File: src/rtl/led_shift_sequencer.sv
// led_shift_sequencer
//
// Sequences serial transfers into LED driver shift registers. A burst is
// requested with i_start/i_len. Each word is then taken over a valid/ready
// handshake and shifted out MSB-first. The serial clock is divided from clk
// by DIV. After the last word, one latch strobe DIV cycles wide is issued,
// followed by a single-cycle done pulse.
//
// Every output is registered. Each is decoded from the next-state values so
// that it lines up with the state it describes and never glitches.
//
// Ports:
//   clk      in   system clock, rising edge
//   rst      in   synchronous active-high reset
//   i_start  in   burst request, honoured only when idle
//   i_len    in   words in the burst (0 = request ignored)
//   i_data   in   word to shift
//   i_valid  in   i_data is valid
//   o_ready  out  word accepted when i_valid & o_ready
//   o_sclk   out  divided serial clock, idles low
//   o_sdata  out  serial data, MSB first, 0 outside shifting
//   o_latch  out  driver latch strobe, DIV cycles at burst end
//   o_busy   out  burst in progress
//   o_done   out  one-cycle pulse at burst end
module led_shift_sequencer #(
  parameter int DIV   = 10,
  parameter int WIDTH = 16,
  parameter int LEN_W = 8
) (
  input  logic             clk,
  input  logic             rst,
  input  logic             i_start,
  input  logic [LEN_W-1:0] i_len,
  input  logic [WIDTH-1:0] i_data,
  input  logic             i_valid,
  output logic             o_ready,
  output logic             o_sclk,
  output logic             o_sdata,
  output logic             o_latch,
  output logic             o_busy,
  output logic             o_done
);

  localparam int PH_W  = (DIV > 1) ? $clog2(DIV) : 1;
  localparam int BIT_W = (WIDTH > 1) ? $clog2(WIDTH) : 1;

  localparam logic [PH_W-1:0]  PH_LAST  = PH_W'(DIV - 1);
  localparam logic [PH_W-1:0]  PH_HALF  = PH_W'(DIV / 2);
  localparam logic [BIT_W-1:0] BIT_LAST = BIT_W'(WIDTH - 1);

  typedef enum logic [1:0] {
    IDLE,
    WAIT_WORD,
    SHIFT,
    LATCH
  } state_t;

  state_t             state_q, state_d;
  logic [PH_W-1:0]    phase_q, phase_d;   // in LATCH this counts strobe cycles
  logic [BIT_W-1:0]   bit_q, bit_d;
  logic [LEN_W-1:0]   words_q, words_d;
  logic [WIDTH-1:0]   shreg_q, shreg_d;
  logic               done_d;

  // Next-state and datapath updates.
  always_comb begin
    // NOTE: every signal gets a default before the case, so no path leaves one unassigned and no latch is inferred.
    state_d = state_q;
    phase_d = phase_q;
    bit_d   = bit_q;
    words_d = words_q;
    shreg_d = shreg_q;
    done_d  = 1'b0;

    unique case (state_q)
      IDLE: begin
        if (i_start && (i_len != '0)) begin
          words_d = i_len;
          state_d = WAIT_WORD;
        end
      end

      WAIT_WORD: begin
        if (i_valid) begin
          shreg_d = i_data;
          phase_d = '0;
          bit_d   = '0;
          state_d = SHIFT;
        end
      end

      SHIFT: begin
        if (phase_q == PH_LAST) begin
          // The phase wrap is the sclk falling boundary. Data only moves
          // here, so it stays stable across each rising edge.
          phase_d = '0;
          if (bit_q != BIT_LAST) begin
            shreg_d = shreg_q << 1;
            bit_d   = bit_q + 1'b1;
          end else begin
            words_d = words_q - 1'b1;
            state_d = (words_q == LEN_W'(1)) ? LATCH : WAIT_WORD;
          end
        end else begin
          phase_d = phase_q + 1'b1;
        end
      end

      LATCH: begin
        if (phase_q == PH_LAST) begin
          phase_d = '0;
          state_d = IDLE;
          done_d  = 1'b1;
        end else begin
          phase_d = phase_q + 1'b1;
        end
      end

      default: state_d = IDLE;
    endcase
  end

  // State and registered outputs.
  always_ff @(posedge clk) begin
    // NOTE: sequential state uses non-blocking assignments, so all registers update together from pre-edge values.
    if (rst) begin
      state_q <= IDLE;
      phase_q <= '0;
      bit_q   <= '0;
      words_q <= '0;
      shreg_q <= '0;
      o_ready <= 1'b0;
      o_sclk  <= 1'b0;
      o_sdata <= 1'b0;
      o_latch <= 1'b0;
      o_busy  <= 1'b0;
      o_done  <= 1'b0;
    end else begin
      state_q <= state_d;
      phase_q <= phase_d;
      bit_q   <= bit_d;
      words_q <= words_d;
      shreg_q <= shreg_d;
      o_ready <= (state_d == WAIT_WORD);
      o_sclk  <= (state_d == SHIFT) && (phase_d >= PH_HALF);
      o_sdata <= (state_d == SHIFT) && shreg_d[WIDTH-1];
      o_latch <= (state_d == LATCH);
      o_busy  <= (state_d != IDLE);
      o_done  <= done_d;
    end
  end

endmodule
File: config.mk
export PLATFORM = sky130hd
export DESIGN_NAME = led_shift_sequencer
export DESIGN_NICKNAME = d
export VERILOG_FILES = /design/src/rtl/led_shift_sequencer.sv
export SDC_FILE = /design/constraint.sdc
export NUM_CORES = 1
export LEC_CHECK = 0
export ABC_AREA = 1
export CAP_MARGIN = 25
export CORE_AREA = 2 2 83 85
export DETAILED_ROUTE_END_ITERATION = 10
export DIE_AREA = 0 0 85 87
export GPL_ROUTABILITY_DRIVEN = 0
export PLACE_DENSITY = 0.52
export SLEW_MARGIN = 15
export SYNTH_ARGS = -nofsm -noshare
export SYNTH_HDL_FRONTEND = slang
export SYNTH_SLANG_ARGS = --single-unit
File: constraint.sdc
create_clock -name clk -period 1.95 [get_ports clk]
set_input_delay 0.195 -clock clk [delete_from_list [all_inputs] [get_ports clk]]
set_output_delay 0.195 -clock clk [all_outputs]
set_load 0.05 [all_outputs]
==> flow_metrics.env <==
export IMPL_outcome="complete, no violations"
export IMPL_die_w_um=85
export IMPL_worstHoldPathType="primary input to flip-flop"
export IMPL_grt_max_degree=17
export IMPL_vias=2188
export IMPL_area_growth_pct=25.53
export IMPL_grt_pass1_wl_mm=9.135
export IMPL_routedWlPerCell_um=11.63
export IMPL_numClockSinks=40
export IMPL_slowest_delay_ns=0.41
export IMPL_drt_iter0_drc=77
export IMPL_setup_violations=0
export IMPL_cp_top_family="simple AND/OR/NAND/NOR gates"
export IMPL_p_per_area_nw_per_um2=699.1
export IMPL_clock_path_buffers=2
export IMPL_synth_cells=344
export IMPL_via_per_inst=4.695
export IMPL_synth_cell_type_count=22
export IMPL_grt_overflow=0
export IMPL_period_share=0.9194
export IMPL_max_freq_ghz=0.5578
export IMPL_cts_htree_levels=2
export IMPL_antenna_found_initial=0
export IMPL_worst_pin_slew_ns=0.4923
export IMPL_cp_slowest_cell="dfxtp_1"
export IMPL_hpwl_mm=4.026
export IMPL_p_leak_uw=0.001133
export IMPL_crit_path_max_fanout=7
export IMPL_path_clk_slew_ns=0.08
export IMPL_fin_hold_ws_ns=0.4646
export IMPL_syn_area_um2=2230
export IMPL_hold_viol=0
export IMPL_rows=30
export IMPL_ir_worst_vdd_mv=0.3550
export IMPL_cp_cell_sequence="inv_1, ha_2, inv_1, nor2_1, nor2_1, nand2_1, buf_4, nor2_1, nand2_1, nand2_1, nor2_1"
export IMPL_finalMaxSlewViolations=0
export IMPL_drc=0
export IMPL_worstSetupPathType="flip-flop to flip-flop"
export IMPL_cts_tree="done"
export IMPL_ys_seq_area_frac=0.3591
export IMPL_die_area_um2=7395
export IMPL_cts_made_buffers=5
export IMPL_clock_skew_ns=0.006666
export IMPL_grt_pass1_vias=1991
export IMPL_cp_end_kind="flip-flop"
export IMPL_start_util=0.3394
export IMPL_avgSynthCellArea_um2=6.482
export IMPL_port_buffers=33
export IMPL_worstPathRequired_ns=2.15
export IMPL_synth_warnings=0
export IMPL_critPathBufInv=3
export IMPL_track_usage=0.1518
export IMPL_critPathLaunchType="flip-flop"
export IMPL_fp_dieH_um=87
export IMPL_rsz0062_at_grt="false"
export IMPL_hold_buffers=0
export IMPL_cap_violations=0
export IMPL_worstPathArrival_ns=1.99
export IMPL_wirelength_mm=5.419
export IMPL_max_slew_margin=0.6708
export IMPL_clk_latency_ns=0.30
export IMPL_diodes=0
export IMPL_drive_gt1_frac=0.08031
export IMPL_ctsRootBufferMaster="clkbuf_8"
export IMPL_final_min_clock_period_ns=1.793
export IMPL_num_nets_final=422
export IMPL_ant_nets=0
export IMPL_io_pins=34
export IMPL_fillers=717
export IMPL_syn_nets=381
export IMPL_tns_ns=0
export IMPL_synth_seq_cells=40
export IMPL_coreArea_um2=6569
export IMPL_path_common_cell="nor2_1"
export IMPL_drt_pass1_iter_count=6
## worst paths after layout
check | startpoint | end | slack (ns) | cells after the start
worst max-delay path | state_q[0] | bit_q[3] | 0.16 | 11
worst min-delay path | i_data[0] | shreg_q[0] | 0.46 | 3
worst max register to register | state_q[0] | bit_q[3] | 0.16 | 11
worst min register to register | shreg_q[11] | shreg_q[11] | 0.47 | 2
## state kept, by name (all words and copies together), names as in the netlist
register,flops
shreg_q,16
words_q,8
bit_q,4
phase_q,4
state_q,2
o_busy,1
o_done,1
o_latch,1
o_ready,1
o_sclk,1
o_sdata,1
## cell usage after synthesis, drive strengths merged
cell type	n	area, µm²
nand4	4	25.02
clkbuf	7	26.28
ha	9	112.6
inv	47	176.4
nand3	47	240.2
o21a	1	7.510
nor3	1	5.000
o22ai	1	6.260
dfxtp	40	800.8
xor2	1	8.760
o21ai	34	170.2
a21oi	28	140.1
nor2	38	160.2
nand2	81	306.6
buf	5	43.79
## tightest hold or removal path, delay by kind of cell
kind / cells / cell delay, ns
buf+inv: 1 / 0.40
simple gates: 1 / 0.08
compound gates: 1 / 0.05
## stage by stage
step | instances | total power (µW) | area (µm²) | setup slack (ns) | utilization
floorplan | 344 | 1227 | 2230 | 0.3960 | -
finish | 466 | 1957 | 2799 | 0.1571 | 0.4261
CTS | 464 | 1964 | 2765 | 0.09137 | 0.4210
global route | 466 | 2069 | 2799 | 0.003288 | 0.4261
detailed placement | 456 | 1385 | 2673 | 0.1102 | 0.4069
global placement | 456 | 1385 | 2673 | 0.09625 | 0.4069
## layer usage
| metal | wire (µm) | track usage | share of wire | vias up |
|---|---|---|---|---|
| met1 | 2683 | 0.1993 | 0.50 | 952 |
| li1 | - | - | - | 1187 |
| met4 | 80 | 0.05483 | 0.015 | 0 |
| met5 | 0 | 0 | 0 | - |
| met3 | 209 | 0.03128 | 0.039 | 8 |
| met2 | 2444 | 0.2472 | 0.45 | 41 |
## timing repair
item	CTS	global route
buffers inserted	0	2
setup endpoints to repair	0	25
resized for setup	0	6
## cell families after synthesis
family / share of synthesized area
adders and majority gates: 0.05051
buffers and inverters: 0.1106
DFF: 0.3591
xor gates and xnor gates: 0.003929
AOI/OAI and AO/OA: 0.1453
and+or+nand+nor: 0.3305
## layout make-up
type                            instances  area, µm²  area share
Clock buffer                            6      82.58     0.02950
Clock inverter                          2      10.01    0.003576
Inverter                               47      178.9     0.06393
Multi-Input combinational cell        245       1199      0.4283
Sequential cell                        40      800.8      0.2861
Tap cell                               80      100.1     0.03576
Timing Repair Buffer                   46      427.9      0.1529
## cells in the final DEF, fill, tap and decap left out, types with 3 or more instances in the layout
cell type / n
a21oi_1: 28
nand4_1: 4
nand3_1: 46
dfxtp_1: 40
o21ai_0: 31
nand2_1: 80
buf_4: 13
ha_1: 8
clkdlybuf4s50_1: 33
inv_1: 44
nor2_1: 35
clkbuf_8: 6
o21ai_1: 3
## where the power goes
part | internal (µW) | leakage (µW) | switching [µW] | total, µW
Clock | 283 | 0.0000510 | 302 | 585
Combinational | 184 | 0.000757 | 301 | 485
Sequential | 856 | 0.000325 | 31.1 | 887
Total | 1320 | 0.00113 | 634 | 1960
No activity file was read; power rests on OpenSTA's default activity.
